[src/rtl/bcd_pkg.sv]
// Shared definitions for the sequential binary-to-BCD converter:
// digit width, the add-3 threshold, FSM states and a sizing helper.
package bcd_pkg;

    localparam int BCD_DIGIT_W = 4;

    localparam logic [BCD_DIGIT_W-1:0] ADD3_THRESHOLD = 4'd5;

    typedef enum logic {
        IDLE  = 1'b0,
        SHIFT = 1'b1
    } state_t;

    // Number of decimal digits needed to show the largest unsigned value
    // of the given bit width (2^width - 1).
    function automatic int digits_needed(input int width);
        longint unsigned max_val;
        longint unsigned rest;
        int              n;
        max_val = (64'd1 << width) - 64'd1;
        n       = 1;
        rest    = max_val / 10;
        while (rest != 0) begin
            n    = n + 1;
            rest = rest / 10;
        end
        return n;
    endfunction

endpackage

[src/rtl/bin_to_bcd_seq_if.sv]
// Handshake bundle between the datapath controller (master) and the
// binary-to-BCD converter (slave).
interface bin_to_bcd_seq_if #(
    parameter int IN_WIDTH = 8,
    parameter int DIGITS   = 3
);
    logic                start;
    logic [IN_WIDTH-1:0] bin;
    logic                busy;
    logic                done;
    logic [4*DIGITS-1:0] bcd;

    modport master (
        output start,
        output bin,
        input  busy,
        input  done,
        input  bcd
    );

    modport slave (
        input  start,
        input  bin,
        output busy,
        output done,
        output bcd
    );
endinterface

[src/rtl/bcd_add3_digit.sv]
// Double-dabble correction for one BCD digit: values of 5 and above get +3
// so that the following left shift carries correctly into the next digit.
module bcd_add3_digit
    import bcd_pkg::*;
(
    input  logic [BCD_DIGIT_W-1:0] digit,
    output logic [BCD_DIGIT_W-1:0] fixed
);

    // Conditional add-3; the result wraps within the digit, which never
    // matters because corrected digits only ever come from values 0..9.
    always_comb begin
        fixed = digit;
        if (digit >= ADD3_THRESHOLD) begin
            fixed = digit + 4'd3;
        end
    end

endmodule

[src/rtl/bin_to_bcd_seq.sv]
// Iterative shift-add-3 converter: one input bit per clock, producing packed
// BCD digits for the downstream 7-segment decoders.
module bin_to_bcd_seq
    import bcd_pkg::*;
#(
    parameter int IN_WIDTH = 8,
    parameter int DIGITS   = 3
) (
    input  logic            clk,
    input  logic            rst,
    bin_to_bcd_seq_if.slave bus
);

    localparam int SCR_W = BCD_DIGIT_W * DIGITS;
    localparam int CNT_W = $clog2(IN_WIDTH + 1);
    localparam logic [CNT_W-1:0] CNT_INIT = CNT_W'(IN_WIDTH);
    localparam logic [CNT_W-1:0] CNT_LAST = CNT_W'(1);

    if (DIGITS < digits_needed(IN_WIDTH)) begin : g_width_check
        $error("bin_to_bcd_seq: DIGITS too small for IN_WIDTH");
    end

    state_t              state;
    logic [IN_WIDTH-1:0] shift_reg;
    logic [SCR_W-1:0]    scratch;
    logic [CNT_W-1:0]    count;
    logic                busy;
    logic                done;
    logic [SCR_W-1:0]    bcd;

    logic [SCR_W-1:0]          corrected;
    logic [SCR_W+IN_WIDTH-1:0] shifted;
    logic [SCR_W-1:0]          scratch_next;
    logic [IN_WIDTH-1:0]       shift_next;

    for (genvar i = 0; i < DIGITS; i++) begin : g_digit
        bcd_add3_digit u_add3 (
            .digit (scratch[BCD_DIGIT_W*i +: BCD_DIGIT_W]),
            .fixed (corrected[BCD_DIGIT_W*i +: BCD_DIGIT_W])
        );
    end

    // One double-dabble step: shift the corrected digits and the remaining
    // binary bits left together so the binary MSB lands in digit 0 bit 0.
    always_comb begin
        shifted      = {corrected, shift_reg} << 1;
        scratch_next = shifted[SCR_W+IN_WIDTH-1:IN_WIDTH];
        shift_next   = shifted[IN_WIDTH-1:0];
    end

    // Control FSM and datapath registers; the final step publishes the
    // result and returns to IDLE so a new start can be taken immediately.
    always_ff @(posedge clk) begin
        if (rst) begin
            state     <= IDLE;
            busy      <= 1'b0;
            done      <= 1'b0;
            bcd       <= '0;
            scratch   <= '0;
            shift_reg <= '0;
            count     <= '0;
        end else begin
            case (state)
                IDLE: begin
                    done <= 1'b0;
                    if (bus.start) begin
                        shift_reg <= bus.bin;
                        scratch   <= '0;
                        count     <= CNT_INIT;
                        busy      <= 1'b1;
                        state     <= SHIFT;
                    end
                end
                SHIFT: begin
                    scratch   <= scratch_next;
                    shift_reg <= shift_next;
                    count     <= count - 1'b1;
                    if (count == CNT_LAST) begin
                        bcd   <= scratch_next;
                        done  <= 1'b1;
                        busy  <= 1'b0;
                        state <= IDLE;
                    end
                end
            endcase
        end
    end

    assign bus.busy = busy;
    assign bus.done = done;
    assign bus.bcd  = bcd;

endmodule

[src/flat_wrapper.sv]
// flat-port wrapper written by rule: the top's interface ports become plain ports
module bin_to_bcd_seq_flat import bcd_pkg::*;
#(
    parameter int IN_WIDTH = 8,
    parameter int DIGITS   = 3
)
  (clk, rst, bus_start, bus_bin, bus_busy, bus_done, bus_bcd);
  bin_to_bcd_seq_if #(.IN_WIDTH(IN_WIDTH), .DIGITS(DIGITS)) bus_i ();
  input  logic clk;
  input  logic rst;
  input wire logic [$bits(bus_i.start)-1:0] bus_start;
  input wire logic [$bits(bus_i.bin)-1:0] bus_bin;
  output wire logic [$bits(bus_i.busy)-1:0] bus_busy;
  output wire logic [$bits(bus_i.done)-1:0] bus_done;
  output wire logic [$bits(bus_i.bcd)-1:0] bus_bcd;
  assign bus_i.start = bus_start;
  assign bus_i.bin = bus_bin;
  assign bus_busy = bus_i.busy;
  assign bus_done = bus_i.done;
  assign bus_bcd = bus_i.bcd;
  bin_to_bcd_seq #(.IN_WIDTH(IN_WIDTH), .DIGITS(DIGITS)) u_core (.clk(clk), .rst(rst), .bus(bus_i));
endmodule
[config.mk]
export PLATFORM = sky130hd
export DESIGN_NAME = bin_to_bcd_seq_flat
export DESIGN_NICKNAME = d
export VERILOG_FILES = /design/src/rtl/bcd_pkg.sv /design/src/rtl/bin_to_bcd_seq_if.sv /design/src/rtl/bcd_add3_digit.sv /design/src/rtl/bin_to_bcd_seq.sv /design/src/flat_wrapper.sv
export SDC_FILE = /design/constraint.sdc
export NUM_CORES = 1
export LEC_CHECK = 0
export ABC_AREA = 0
export CORE_ASPECT_RATIO = 0.8
export CORE_MARGIN = 2
export CORE_UTILIZATION = 40
export DETAILED_ROUTE_END_ITERATION = 6
export PLACE_DENSITY = 0.61
export SETUP_SLACK_MARGIN = 0.3
export SLEW_MARGIN = 20
export SYNTH_ARGS = -nofsm -noshare
export SYNTH_HDL_FRONTEND = slang
export SYNTH_SLANG_ARGS = --single-unit
[constraint.sdc]
create_clock -name clk -period 2.7 [get_ports clk]
set_input_delay 0.54 -clock clk [delete_from_list [all_inputs] [get_ports clk]]
set_output_delay 0.54 -clock clk [all_outputs]
set_load 0.02 [all_outputs]
---- Word level (Yosys, flattened, before mapping) ----
Cells that the tools add are included.
storage, ports and cells
  flip-flop bits (word level) ............. 39
  latch bits .............................. 0
  bits in writable memories ............... 0
  bits in read-only memories .............. 0
  bits of input ports ..................... 11
  output and inout bits ................... 14
  memories kept ........................... 0
operators by class
  $add $sub $neg .......................... 4
  multiply operators ...................... 0
  divide/modulo/power cells ............... 0
  order comparisons ....................... 3
  equal/unequal tests ..................... 3
  shift-type cells ........................ 0
  muxes and demuxes ....................... 17
  bitwise gates (word level) .............. 1
  reduce and logical (&&, ||, !) cells .... 2
operator list
  kind                                                                number
  case mux 12 bit (2 select lines)                                    1
  case mux 8 bit (2 select lines)                                     1
  greater-or-equal comparator 4 x 3 -> 1 bit (second input constant)  3
  2-to-1 mux 12 bit                                                   1
  2-to-1 mux 4 bit                                                    3
  adder 4 x 2 -> 4 bit (second input constant)                        2
  2-to-1 mux 8 bit                                                    1
  case mux 4 bit (2 select lines)                                     1
  case mux 1 bit (2 select lines)                                     3
  2-to-1 mux 1 bit                                                    5
  == test 4 x 1 -> 1 bit (second input constant)                      1
  inequality test 2 bit (second input constant)                       2
  AND reduction 2 bit                                                 2
  subtractor 4 x 1 -> 4 bit (second input constant)                   1
  adder 3 x 2 -> 3 bit (second input constant)                        1
  2-to-1 mux 3 bit                                                    1
  inverter 1 bit                                                      1

---- Logic depth before layout (Yosys ltp) ----
  depth in word-level cells ............... 3
  mapped depth ............................ 6
  depth with buffers taken out ............ 6

---- By module ----
From an unflattened synthesis, not the netlist that was laid out.
second synthesis, totals
  cell total of the unflattened synthesis .. 231
  area total of the unflattened synthesis .. 1,933.1 um^2
by module, submodules not included
  module          times used  cells each  area each (um^2)
  bin_to_bcd_seq  1           183         1,629.1
  bcd_add3_digit  3           16          101.3

---- Worst setup path after synthesis ----
No wires, ideal clock.
  path type ............................... flip-flop to flip-flop
  start point ............................. register u_core.scratch[1]
  end point ............................... register u_core.scratch[2]
  library setup time ...................... 0.070 ns
  arrival time ............................ 1.347 ns
  required time ........................... 2.630 ns
  setup slack ............................. 1.284 ns
  cell stages (with the launch flop) ...... 7
  buffers on the path ..................... 0
  cell sequence ........................... dfxtp_1 -> inv_1 -> ha_1 -> nand2b_1 -> a21oi_2 -> mux2_2 -> o21ai_1
on the way
  longest elaborated chain between the ends .. 3
  elaborated cells between the ends (all ways) .. 4
  classes of those cells .................. 1 x add/sub; 1 x order compare; 2 x mux
ends and longest elaborated chain
  element                                                                                    RTL line                                    RTL
  start: declaration                                                                         bin_to_bcd_seq.sv:25                        logic [SCR_W-1:0] scratch;
  start signal: assignment                                                                   bin_to_bcd_seq.sv:75                        scratch <= scratch_next;
  adder 4 x 2 -> 4 bit / greater-or-equal comparator 4 x 3 -> 1 bit (equally long branches)  bcd_add3_digit.sv:15, bcd_add3_digit.sv:14
  2-to-1 mux 4 bit *                                                                         bcd_add3_digit.sv:14                        if (digit >= ADD3_THRESHOLD) begin
  case mux 12 bit (2 select lines) *                                                         bin_to_bcd_seq.sv:63                        case (state)
Mark *: on every way between the ends. The rest lies on a longest branch, timed or not.
A chain may end at the register's enable or synchronous reset.

---- Final worst setup path ----
  start point ............................. input port bus_start
  end point ............................... register u_core.count[3]
on the way
  longest elaborated chain between the ends .. 1
ends and longest elaborated chain
  element                          RTL line              RTL
  start: declaration               flat_wrapper.sv:11    input wire logic [$bits(bus_i.start)-1:0] bus_start;
  inequality test 2 bit (no line)  -
  end signal: assignment           bin_to_bcd_seq.sv:77  count <= count - 1'b1;
  end: declaration                 bin_to_bcd_seq.sv:26  logic [CNT_W-1:0] count;
No other way between the ends.

==> impl_results.md <==
- Worst r2r src: u_core.scratch[4]
- Antenna violations before repair: 0
- Fill cell count: 429
- Fmax achieved: roughly 0.55 GHz
- Die Area: 5220 sq um
- DR WL/cell: 12.2 um
- MaxCap Viol Count: 0
- Core area: 4540 sq um
- CP arrival: ~2000 ps
- Clock Skews: just under 10 ps
- Final Cycle Share: 67.1%
- Sequential element share of the synthesized area: a little over two fifths
- First-pass GRT wire length: 6250 um
- WP data required: roughly 2900 ps
- VDD IR max: 0.264 mV
- Pre-antenna DRT Iters: 4
- Met3 WL post-DR: roughly 110 um
- Final Max Slew Viols: 0
- CTS buffer count: 5
- R2R depth: 6
- Ant diodes: 0
- Final hold viol count: 0
- Hold Path Depth: 2
- Max layer used: met4
- Outcome: completed
- WL met2: approximately 1400 um
- All-layer global routing usage: ~15%
- CTS clk-pin slew, worst paths: approximately 70 ps
- Crit path largest cell delay: 870 ps
- H-tree depth: 2
- GP Congestion: 0.763
- Post-synth top area share: approximately two fifths
- Syn_nets: 221
- Number of hold buffers added after CTS: 0
- Levels on crit path: 4
- Rows: 22
- Cell Area, Synth: 1860 sq um
- Congestion Overflow GR: 0
- Layout cell share with drive strength beyond 1: between 10% and 20%
- Met1 wire length: 1900 um
- Iter 0 DRT Violations: 97
- Yosys top cell by area: dfxtp_1
- Post-route design area: about 2200 sq um
- Most frequent cells in the layout: 39 x dfxtp_1, 27 x nor2_1, 24 x clkdlybuf4s50_1
- Clock root cell: clkbuf_8
- Post-CTS setup buffers: 0
- Total Power: about 1.1 mW
- Die width: about 80 um
- Register area: 781 sq um
- Clk_lat worst skew: 290 ps
- WP buf/inv: 1
- R2r setup slk: roughly 1100 ps
- Max_slew headroom: about 58%
- DR vias: approximately 1400
- Setup violators final: 0
- Initial Utilization: between 40% and 50%
- Synth Warn #: 0
- Largest net degree at the start of global routing: 27
- Hold WS: around 470 ps
- Port buffer count: 24
- HPWL Detailed: 2440 um
- Yosys reg bits: 39
- RSZ-0062 raised after global routing: false
- Area occupied by multi-input gates: between 900 and 1000 sq um
- Vias in the first global route: about 1400
- Post-synthesis cell type count: 33
- Worst Max-Slew Pin Slew: 630 ps
- Hold Crit Class: flip-flop to flip-flop
- Setup TNS: 0 ps
- Synth-to-Final Area Change: 19.7%
- CP delay by family, top: buffers and inverters
- Final WL: around 3500 um
- Residual DRC: 0
- Via density: slightly below 5
- CTS tree: yes
- Post-Route Utilization: between 40% and 50%
- Synth top area cells: dfxtp_1 42%, nor2_1 5.4%, ha_1 5.4%
- Min-delay src: u_core.bus.busy
- CTS Sinks: 39
- Worst-path cell chain: clkdlybuf4s50_1 > mux2_2 > nor2_1 > a311oi_1
- Reg-to-reg endpoint: u_core.bus.bcd[6]
- Post-Syn Area per Cell: between 9 and 10 sq um
- Minimum clock period: ~1800 ps
- P per Cell Area: ~500 nW/um^2
- Hold Path End: u_core.bus.busy
- Synth Instances: 202
- Maximum fanout along the worst path: 13
- Routed Antenna Nets: 0
- # resized after CTS: 0
- Max Root-Sink Buffers: 2
- Die Span Y: ~65 um
- Dpl cell area: roughly 2100 sq um
- Critical path type: input pin to flip-flop
- Io pins: 25
- Worst path slowest cell: clkdlybuf4s50_1
- Crit. End Element: flip-flop
- Leak pwr: between 0.7 and 0.8 nW
- Commonest non-fill, non-tap cell in the layout: dfxtp_1
- Worst Setup Start Kind: input pin
- Layout Nets: 247
[synthesized netlist by cell type, drive strengths merged]
library cell and instances:
a211oi 2, a21oi 19, a311oi 4, and3 1, buf 9, clkbuf 1, dfxtp 39, ha 8
inv 8, mux2 4, mux2i 10, nand2 6, nand2b 14, nand3 3, nand3b 9, nor2 31
nor2b 1, nor3 4, nor3b 5, o21ai 14, o22ai 6, o31a 1, xnor2 3
[layer usage]
metal / vias to the layer above / track usage [%]
met1: 642 / 22.0
met3: 7 / 3.76
met2: 26 / 21.7
li1: 754 / -
met4: 0 / 6.99
met5: - / 0
[final cells by class]
cell class                 count  share of cell area (%)
sequential                    39                    35.0
tap                           60                    3.37
clock buffer                   7                    3.42
inverter                       8                    1.35
timing repair buffer          29                    12.5
clock inverter                 1                   0.224
multi-input combinational    145                    44.2
[cells by family after synthesis]
| family | Yosys count | share of synthesized area, % |
|---|---|---|
| mux | 14 | 7.99 |
| xor+xnor | 3 | 1.41 |
| compound gates | 46 | 16.1 |
| fa+ha+maj | 8 | 5.37 |
| buf+inv | 18 | 5.17 |
| flops | 39 | 41.9 |
| simple gates | 74 | 22.1 |
[worst max path at each step]
stage                            from            endpoint  slack (ps)
finish                      bus_start     u_core.count[3]         890
global placement            bus_start     u_core.count[2]         620
floorplan           u_core.scratch[1]   u_core.scratch[2]        1280
detailed placement          bus_start  u_core.scratch[11]         570
CTS                         bus_start  u_core.scratch[11]         880
global route                bus_start     u_core.count[2]         760
[worst min-delay path, stage by stage, from the launching register on]
cell	delay, ps
dfxtp_1	310
nand2b_1	60
a21oi_1	50
[power by group]
part / leakage [nW] / total (mW) / internal (mW) / switching, mW
Sequential: 0.317 / 0.607 / 0.594 / 0.0136
Clock: 0.0422 / 0.378 / 0.181 / 0.197
Combinational: 0.428 / 0.127 / 0.0627 / 0.0643
Total: 0.787 / 1.11 / 0.838 / 0.275
[per-stage QoR]
step | std cells | setup slack, ps
floorplan | 202 | 1280
global placement | 281 | 618
detailed placement | 281 | 569
CTS | 289 | 881
global route | 289 | 757
finish | 289 | 889
(Power assumes the default switching activity.)
